File: config.mk
export PLATFORM = sky130hd
export DESIGN_NAME = ls_unit_p
export DESIGN_NICKNAME = d
export VERILOG_FILES = /design/src/rtl/ls_unit_p.sv
export SDC_FILE = /design/constraint.sdc
export NUM_CORES = 1
export LEC_CHECK = 0
export BUFFER_PORTS_ARGS = -buffer_cell sky130_fd_sc_hd__clkbuf_2
export CAP_MARGIN = 20
export CORE_ASPECT_RATIO = 1.1
export CORE_MARGIN = 3
export CORE_UTILIZATION = 56
export CTS_BUF_LIST = sky130_fd_sc_hd__clkbuf_8
export DETAILED_ROUTE_END_ITERATION = 8
export PLACE_DENSITY = 0.95
export SYNTH_ARGS = -nofsm -noshare
export SYNTH_HDL_FRONTEND = slang
export SYNTH_SLANG_ARGS = --single-unit
File: constraint.sdc
create_clock -name clk -period 8.9 [get_ports clk]
set_input_delay 0 -clock clk [delete_from_list [all_inputs] [get_ports clk]]
set_output_delay 0 -clock clk [all_outputs]
set_load 0.05 [all_outputs]
File: src/rtl/ls_unit_p.sv
// Load/store execution unit: address gen, single memory request, load extension.
// Define LS_MISALIGN_TRAP_EN to trap misaligned H/W accesses instead of issuing them.
module ls_unit_p #(
  parameter int DATA_W = 32,
  parameter int ADDR_W = 17,
  parameter int TAG_W  = 4,
  parameter int NAME_W = 5
) (
  input  logic              clk,
  input  logic              rst,
  input  logic              stall,
  input  logic              LSworkEn,
  input  logic [DATA_W-1:0] operandO,
  input  logic [DATA_W-1:0] operandT,
  input  logic [DATA_W-1:0] imm,
  input  logic [TAG_W-1:0]  wrtTag,
  input  logic [NAME_W-1:0] wrtName,
  input  logic [3:0]        opCode,
  output logic              LSreadEn,
  input  logic              LSfree,
  output logic              dataEn,
  output logic              LSRW,
  output logic [ADDR_W-1:0] dataAddr,
  output logic [1:0]        LSlen,
  output logic [DATA_W-1:0] Sdata,
  input  logic              LOutEn,
  input  logic [DATA_W-1:0] Ldata,
  output logic              outEn,
  output logic [TAG_W-1:0]  outTag,
  output logic [NAME_W-1:0] outName,
  output logic [DATA_W-1:0] outData,
  output logic              outExcept
);

  typedef enum logic [1:0] {
    IDLE,
    REQ,
    WAIT
  } state_t;

  state_t state, nxt;

  logic [ADDR_W-1:0] addr;
  logic [3:0]        op;
  logic [DATA_W-1:0] sdat;
  logic [TAG_W-1:0]  tag;
  logic [NAME_W-1:0] name;

  logic [ADDR_W-1:0] ea;
  logic [1:0]        len;
  logic [DATA_W-1:0] smask;
  logic [DATA_W-1:0] ext;
  logic              mis;
  logic              accept, issue, trap, done;
  logic              unused;

  // Effective address wraps within ADDR_W
  assign ea     = operandO[ADDR_W-1:0] + imm[ADDR_W-1:0];
  assign unused = ^{operandO[DATA_W-1:ADDR_W], imm[DATA_W-1:ADDR_W]};

  always_comb begin
    len = 2'd3;
    unique case (op[2:0])
      3'b000, 3'b100: len = 2'd0;
      3'b001, 3'b101: len = 2'd1;
      default:        len = 2'd3;
    endcase
  end

  always_comb begin
    smask = sdat;
    unique case (len)
      2'd0:    smask = {{(DATA_W-8){1'b0}}, sdat[7:0]};
      2'd1:    smask = {{(DATA_W-16){1'b0}}, sdat[15:0]};
      default: smask = sdat;
    endcase
  end

  always_comb begin
    ext = Ldata;
    unique case (op[2:0])
      3'b000:  ext = {{(DATA_W-8){Ldata[7]}}, Ldata[7:0]};
      3'b100:  ext = {{(DATA_W-8){1'b0}}, Ldata[7:0]};
      3'b001:  ext = {{(DATA_W-16){Ldata[15]}}, Ldata[15:0]};
      3'b101:  ext = {{(DATA_W-16){1'b0}}, Ldata[15:0]};
      default: ext = Ldata;
    endcase
  end

`ifdef LS_MISALIGN_TRAP_EN
  assign mis = ((len == 2'd1) && addr[0]) ||
               ((len == 2'd3) && (addr[1:0] != 2'b00));
`else
  assign mis = 1'b0;
`endif

  assign accept = (state == IDLE) && LSworkEn;
  assign trap   = (state == REQ) && mis;
  assign issue  = (state == REQ) && LSfree && !mis;
  assign done   = (state == WAIT) && LOutEn;

  always_ff @(posedge clk or posedge rst) begin
    if (rst) begin
      state <= IDLE;
    end else if (!stall) begin
      state <= nxt;
    end
  end

  always_comb begin
    nxt = state;
    unique case (1'b1)
      accept:  nxt = REQ;
      trap:    nxt = IDLE;
      issue:   nxt = WAIT;
      done:    nxt = IDLE;
      default: nxt = state;
    endcase
  end

  always_comb begin
    LSreadEn = (state == IDLE);
  end

  always_ff @(posedge clk or posedge rst) begin
    if (rst) begin
      addr     <= '0;
      op       <= '0;
      sdat     <= '0;
      tag      <= '0;
      name     <= '0;
      dataEn   <= 1'b0;
      LSRW     <= 1'b0;
      dataAddr <= '0;
      LSlen    <= '0;
      Sdata    <= '0;
      outEn    <= 1'b0;
      outTag   <= '0;
      outName  <= '0;
      outData  <= '0;
    end else if (!stall) begin
      dataEn <= 1'b0;
      outEn  <= 1'b0;
      if (accept) begin
        addr <= ea;
        op   <= opCode;
        sdat <= operandT;
        tag  <= wrtTag;
        name <= wrtName;
      end
      if (issue) begin
        dataEn   <= 1'b1;
        LSRW     <= op[3];
        dataAddr <= addr;
        LSlen    <= len;
        Sdata    <= smask;
      end
      if (trap) begin
        outEn   <= 1'b1;
        outTag  <= tag;
        outName <= op[3] ? '0 : name;
        outData <= '0;
      end
      if (done) begin
        outEn   <= 1'b1;
        outTag  <= tag;
        outName <= op[3] ? '0 : name;
        outData <= op[3] ? '0 : ext;
      end
    end
  end

`ifdef LS_MISALIGN_TRAP_EN
  logic exc;

  always_ff @(posedge clk or posedge rst) begin
    if (rst) begin
      exc <= 1'b0;
    end else if (!stall) begin
      exc <= trap;
    end
  end

  assign outExcept = exc;
`else
  assign outExcept = 1'b0;
`endif

endmodule

==> impl_metrics.toml, run 1 <==
[grt]
grt_pass1_vias = 6421
overflow = 0
grt_max_degree = 82
grt_pass1_wl_um = 31200
antenna_found_initial = 1
grt.total_usage_pct = 28.6

[timing]
setup_tns_ns = 0
min_period_over_period_pct = 25.5
period_minus_slack_ns = 2.27
final_hold_viol_count = 0
worst_pin_slew_ns = 0.996
fmax_ghz = 0.441
setup_viol = 0
fin_ws_ns = 6.63
max_slew_margin_pct = 33.5
fin_skew_ns = 0.0138
rsz0062_at_grt = "no"
slew_viol_final = 0

[final_layout]
fillers = 654
design_area_mm2 = 0.00932
final_cells = 1155
drive_above_1_share_pct = 29.0
area_growth_pct = 35.5
nNetsFinal = 1155

[yosys]
ys_warn_count = 0
synth_area_mm2 = 0.00688
ys_seq_area_share_pct = 57.9
async_flop_share_pct = 100
postSynthAreaPerCell_um2 = 9.75
synth.distinct_cells = 47
synth_seq_cells = 159
synth_edf_count = 0
synth_flop_cell = "dfrtp_1"
syn_nets = 869
synthCells = 705

[placed_design]
placed_area_mm2 = 0.00804
dp.final_hpwl_um = 11600
gp_congestion = 0.838
place_ws_ns = 6.23
placed_cells = 1034
port_buffers = 212

[setup_path]
critPathTopFamily = "compound AO/OA/AOI/OAI gates"
endpoint_kind = "flop"
worstPathRequired_ns = 9.23
crit_top_cell = "o21a_1"
critPathMaxFanout = 3
startpoint_type = "input pin"
reg2reg_slack_ns = 6.68
criticalPathCategory = "in -> reg"
worst_ep_arrival_time_ns = 2.60
cp_slowest_stage_delay_ns = 0.54
worst-path-buf-inv = 2
crit_slowest_cell = "dlygate4sd3_1"
path_cells = "dlygate4sd3_1, clkbuf_2, ha_1, fa_1, a211oi_1, o211a_1, nor2_1, o21a_1, o21a_1, o31ai_1"

[die]
dieArea_mm2 = 0.0136
io-pin-count = 244
fp-row-count = 41
start_util_pct = 58.5
die_w_um = 112
core_mm2 = 0.0117
die_h_um = 122

[clock_tree]
cts-root-buf = "clkbuf_8"
postCtsSetupBuffers = 0
clock_latency_ns = 0.43
cts_tree = "done"
numCtsBuffers = 17
htree_levels = 4
cts_resized = 0
clkTransAtPathRegs_ns = 0.09
clock_sinks = 159
cts_buffer_depth = 2
postCtsHoldBufs = 86

[route]
drc_errors = 0
dr.pass1.iters = 5
via_per_inst = 5.37
antenna_left = 0
dr_total_vias = 6201
drt-initial-drc-count = 513
wl_per_cell_um = 16.7
wl_um = 19200

[power_and_ir_drop]
ir_drop_uv = 247
power.density_mw_per_mm2 = 355
leakagePower_nw = 4.85

[outcome]
status = "complete, no violations"

[hold_path]
hp-class = "in -> reg"

[run]
maxCapViolations = 0
==> layer usage <==
metal  wire length, µm  vias up  global-route usage (%)  part of all wire, %
li1                  -     2899                       -                    -
met1              7170     2960                    32.7                   37
met2             10300      269                    51.1                   53
met3               990       73                    5.77                  5.1
met4               801        0                    14.7                  4.2
met5                 0        -                       0                    0
==> path summary, 6_finish.rpt <==
check,from,end,cells past startpoint
setup / recovery,imm[0],addr[10],10
hold / removal,imm[12],addr[12],4
setup reg to reg,state[1],LSlen[0],3
hold reg to reg,addr[11],addr[11],2
max in group asynchronous,rst,op[1],4
min in group asynchronous,rst,outData[28],3
==> kinds of logic after synthesis <==
family                     Yosys count  share of synthesized area, %
buffers and inverters               40                          2.29
and+or+nand+nor                    314                          19.1
adders and majority gates           17                          3.20
DFF                                159                          57.9
xor gates and xnor gates            11                          1.40
muxes                               34                          5.53
AOI/OAI and AO/OA                  129                          10.5
other                                1                        0.0545
==> state kept, by name, indices dropped and copies added, names as in the netlist, 4 cells and up <==
register / count
Sdata: 32
outData: 32
sdat: 32
addr: 17
dataAddr: 17
name: 5
outName: 5
op: 4
outTag: 4
tag: 4
==> area by class of cell <==
cell class | count | area (µm²) | share of cell area, %
sequential | 159 | 3980 | 42.7
multi-input combinational | 506 | 2760 | 29.7
timing repair buffer | 304 | 1990 | 21.4
clock buffer | 18 | 248 | 2.66
tap | 150 | 188 | 2.01
clock inverter | 14 | 131 | 1.41
inverter | 3 | 16.3 | 0.175
antenna | 1 | 2.50 | 0.0269
==> where the power goes <==
group / internal, mW / switching (mW)
clock network: 0.233 / 0.276
logic: 0.417 / 1.12
registers: 1.05 / 0.209
==> worst reg2reg max path, cell delays in order (launching register included) <==
cell     delay (ns)
dfrtp_1        0.43
nor2_1         0.31
nand3_4        0.72
mux2_2         0.64
==> cells in the final DEF (no fill, tap or decap), types with 3 or more instances in the layout <==
master / n
clkbuf_2: 212
a21o_1: 4
nor2_1: 9
dlygate4sd3_1: 86
nand3_1: 3
xor2_1: 4
nand2b_1: 13
dfrtp_1: 159
o21ai_0: 76
nand2_1: 255
nand4_1: 3
clkbuf_8: 18
nor2b_1: 17
inv_6: 6
ha_1: 16
clkinvlp_4: 4
xnor2_1: 7
a21oi_1: 25
mux2_2: 32
buf_4: 4
o21ai_1: 4
==> metrics by stage <==
step | util [%] | hold slack, ns | power, mW
3_5_place_dp | 68.4 | 0.166 | 2.72
3_3_place_gp | 68.4 | 0.166 | 2.65
2_1_floorplan | - | 0.105 | 2.34
5_1_grt | 79.3 | 0.0675 | 3.49
4_1_cts | 79.0 | 0.0245 | 3.26
6_report | 79.3 | 0.0593 | 3.31
==> synth_stat cells, drive strengths merged, types with 2 or more instances <==
| master | n | area share (%) |
|---|---|---|
| a211oi | 2 | 0.22 |
| nand3 | 5 | 0.36 |
| nand2 | 255 | 14 |
| nand2b | 13 | 1.2 |
| mux2 | 32 | 5.2 |
| a21o | 5 | 0.56 |
| xor2 | 4 | 0.51 |
| o211ai | 2 | 0.29 |
| o21ai | 80 | 5.8 |
| nand4 | 3 | 0.27 |
| buf | 4 | 0.33 |
| xnor2 | 7 | 0.89 |
| or2 | 2 | 0.18 |
| o31ai | 2 | 0.22 |
| nor2b | 17 | 1.5 |
| clkbuf | 33 | 1.8 |
| a31oi | 2 | 0.18 |
| nor3 | 2 | 0.15 |
| mux2i | 2 | 0.29 |
| and2 | 2 | 0.18 |
| dfrtp | 159 | 58 |
| o21a | 2 | 0.22 |
| nor2 | 10 | 0.55 |
| inv | 3 | 0.16 |
| a21oi | 25 | 1.8 |
| ha | 16 | 2.9 |
(Power assumes the default switching activity.)
==> run 2: changes to the inputs <==
CORE_UTILIZATION = 47   (was 56)
PLACE_DENSITY = 0.87   (was 0.95)
clock period = 1.96 ns   (was 8.9 ns; I/O delays follow)
==> run 2 against run 1 <==
Effect of this change: cell count up 4.2%; die area up 18%; routed wire length down 0.12%; critical path depth down 5; sequential power rose to 4.5 times the previous value; register-to-register slack worse by 6.5 ns; clock-buffer cell count unchanged; hold slack worse by 0.016 ns; flip-flop and latch count unchanged; largest cell class unchanged; clock power rose to 4.4 times the previous value; critical path type is now reg -> reg; combinational power rose to 4.5 times the previous value.
==> impl_metrics.toml, run 2 (synthesized netlist as in run 1, its figures left out) <==
[timing]
fin_ws_ns = 0.218
setup_viol = 0
worst_pin_slew_ns = 0.612
setup_tns_ns = 0
max_slew_margin_pct = 59.1
fmax_ghz = 0.574
final_hold_viol_count = 0
min_period_over_period_pct = 88.9
fin_skew_ns = 0.0168
holdWs_ns = 0.0437
period_minus_slack_ns = 1.74
rsz0062_at_grt = "no"
slew_viol_final = 0

[final_layout]
final_cell_mix = "nand2_1 (255), clkbuf_2 (212), dfrtp_1 (159)"
multi_input_area_mm2 = 0.00278
post-route-util_pct = 67.3
drive_above_1_share_pct = 29.8
nNetsFinal = 1166
seq_area_mm2 = 0.00398
final_cells = 1204
design_area_mm2 = 0.00948
final_common_cell = "nand2_1"
top_regs = "Sdata x32, outData x32, sdat x32"
fillers = 1035
area_growth_pct = 37.9

[placed_design]
dp.final_hpwl_um = 12200
port_buffers = 212
place_ws_ns = -0.154
placed_cells = 1086
gp_congestion = 0.852
placed_area_mm2 = 0.00825

[setup_path]
worstReg2RegEnd = "outData[25]"
path_cells = "inv_1, nand4_1, or2_1, o21bai_4, o21ai_0"
critPathMaxFanout = 16
criticalPathCategory = "reg -> reg"
crit_slowest_cell = "dfrtp_1"
cp_slowest_stage_delay_ns = 0.46
endpoint_kind = "flop"
worstPathRequired_ns = 2.31
reg2reg_depth = 5
crit_end = "outData[25]"
startpoint_type = "flop"
worst_ep_arrival_time_ns = 2.09
reg2reg_slack_ns = 0.22
crit_start = "state[0]"
r2r_start = "state[0]"

[grt]
overflow = 0
grt_pass1_vias = 6371
grt.total_usage_pct = 24.3
grt_pass1_wl_um = 31100
antenna_found_initial = 1
grt_max_degree = 64

[hold_path]
hp-class = "in -> reg"
worst_hold_startpoint = "operandO[12]"

[route]
dr.pass1.iters = 5
antenna_left = 0
wl_um = 19200
via_per_inst = 5.17
drt-initial-drc-count = 485
wl_per_cell_um = 16.0
dr_total_vias = 6223
drc_errors = 0

[run]
maxCapViolations = 0

[clock_tree]
cts-root-buf = "clkbuf_8"
clkTransAtPathRegs_ns = 0.08
htree_levels = 4
cts_tree = "done"
numCtsBuffers = 17
cts_buffer_depth = 2
clock_sinks = 159
clock_latency_ns = 0.45

[die]
core_mm2 = 0.0141
die_h_um = 133
io-pin-count = 244
dieArea_mm2 = 0.0161
die_w_um = 121
fp-row-count = 45
start_util_pct = 48.8

[power_and_ir_drop]
ir_drop_uv = 776
power.density_mw_per_mm2 = 1570
total_power_mw = 14.9
leakagePower_nw = 4.91

[outcome]
status = "complete, no violations"
==> run 2: cell count changes in the layout (fill, tap and decap cells not counted), moves of 2 or more <==
cell / delta
buf_12: +4
buf_4: +10
clkinvlp_4: +2
inv_1: +2
inv_6: -5
==> run 2: worst max-delay path, delay by kind of cell, from the launching register on <==
family / cells / cell delay [ns]
AO/OA/AOI/OAI: 2 / 0.56
flip-flops: 1 / 0.46
AND/OR/NAND/NOR: 2 / 0.48
buffers and inverters: 1 / 0.16
==> run 2: what timing repair did <==
action                                 CTS  global route
resized for setup                        0             3
hold buffers                            85             0
endpoints found under the hold margin  106             0
buffers inserted                         0             0
setup endpoints to repair                0            16
==> run 2: worst min-delay path by stage <==
stage | end | slack (ns) | depth (start not counted)
after floorplan | name[0] | 0.11 | 2
after global placement | outData[4] | 0.08 | 2
after detailed placement | outData[4] | 0.09 | 2
after CTS | addr[12] | 0.006 | 4
after global routing | addr[12] | 0.06 | 4
final | addr[12] | 0.04 | 4
==> run 2: area by class of cell <==
type,count,area share (%)
Inverter,3,0.158
Antenna cell,1,0.0264
Clock buffer,18,2.61
Sequential cell,159,42.0
Clock inverter,14,1.27
Timing Repair Buffer,315,22.1
Tap cell,188,2.48
Multi-Input combinational cell,506,29.4
==> run 2: report_power, final <==
group          internal, mW  switching, mW
clock network          1.03           1.22
logic                  1.92           5.07
registers              4.78          0.906
==> run 2: metal layers <==
metal / vias to the layer above / part of all wire, % / wire, µm / GRT usage, %
li1: 2929 / - / - / -
met1: 2974 / 38 / 7260 / 27.3
met2: 268 / 53 / 10200 / 43.1
met3: 52 / 6.0 / 1150 / 5.56
met4: 0 / 3.1 / 596 / 11.3
met5: - / 0 / 0 / 0
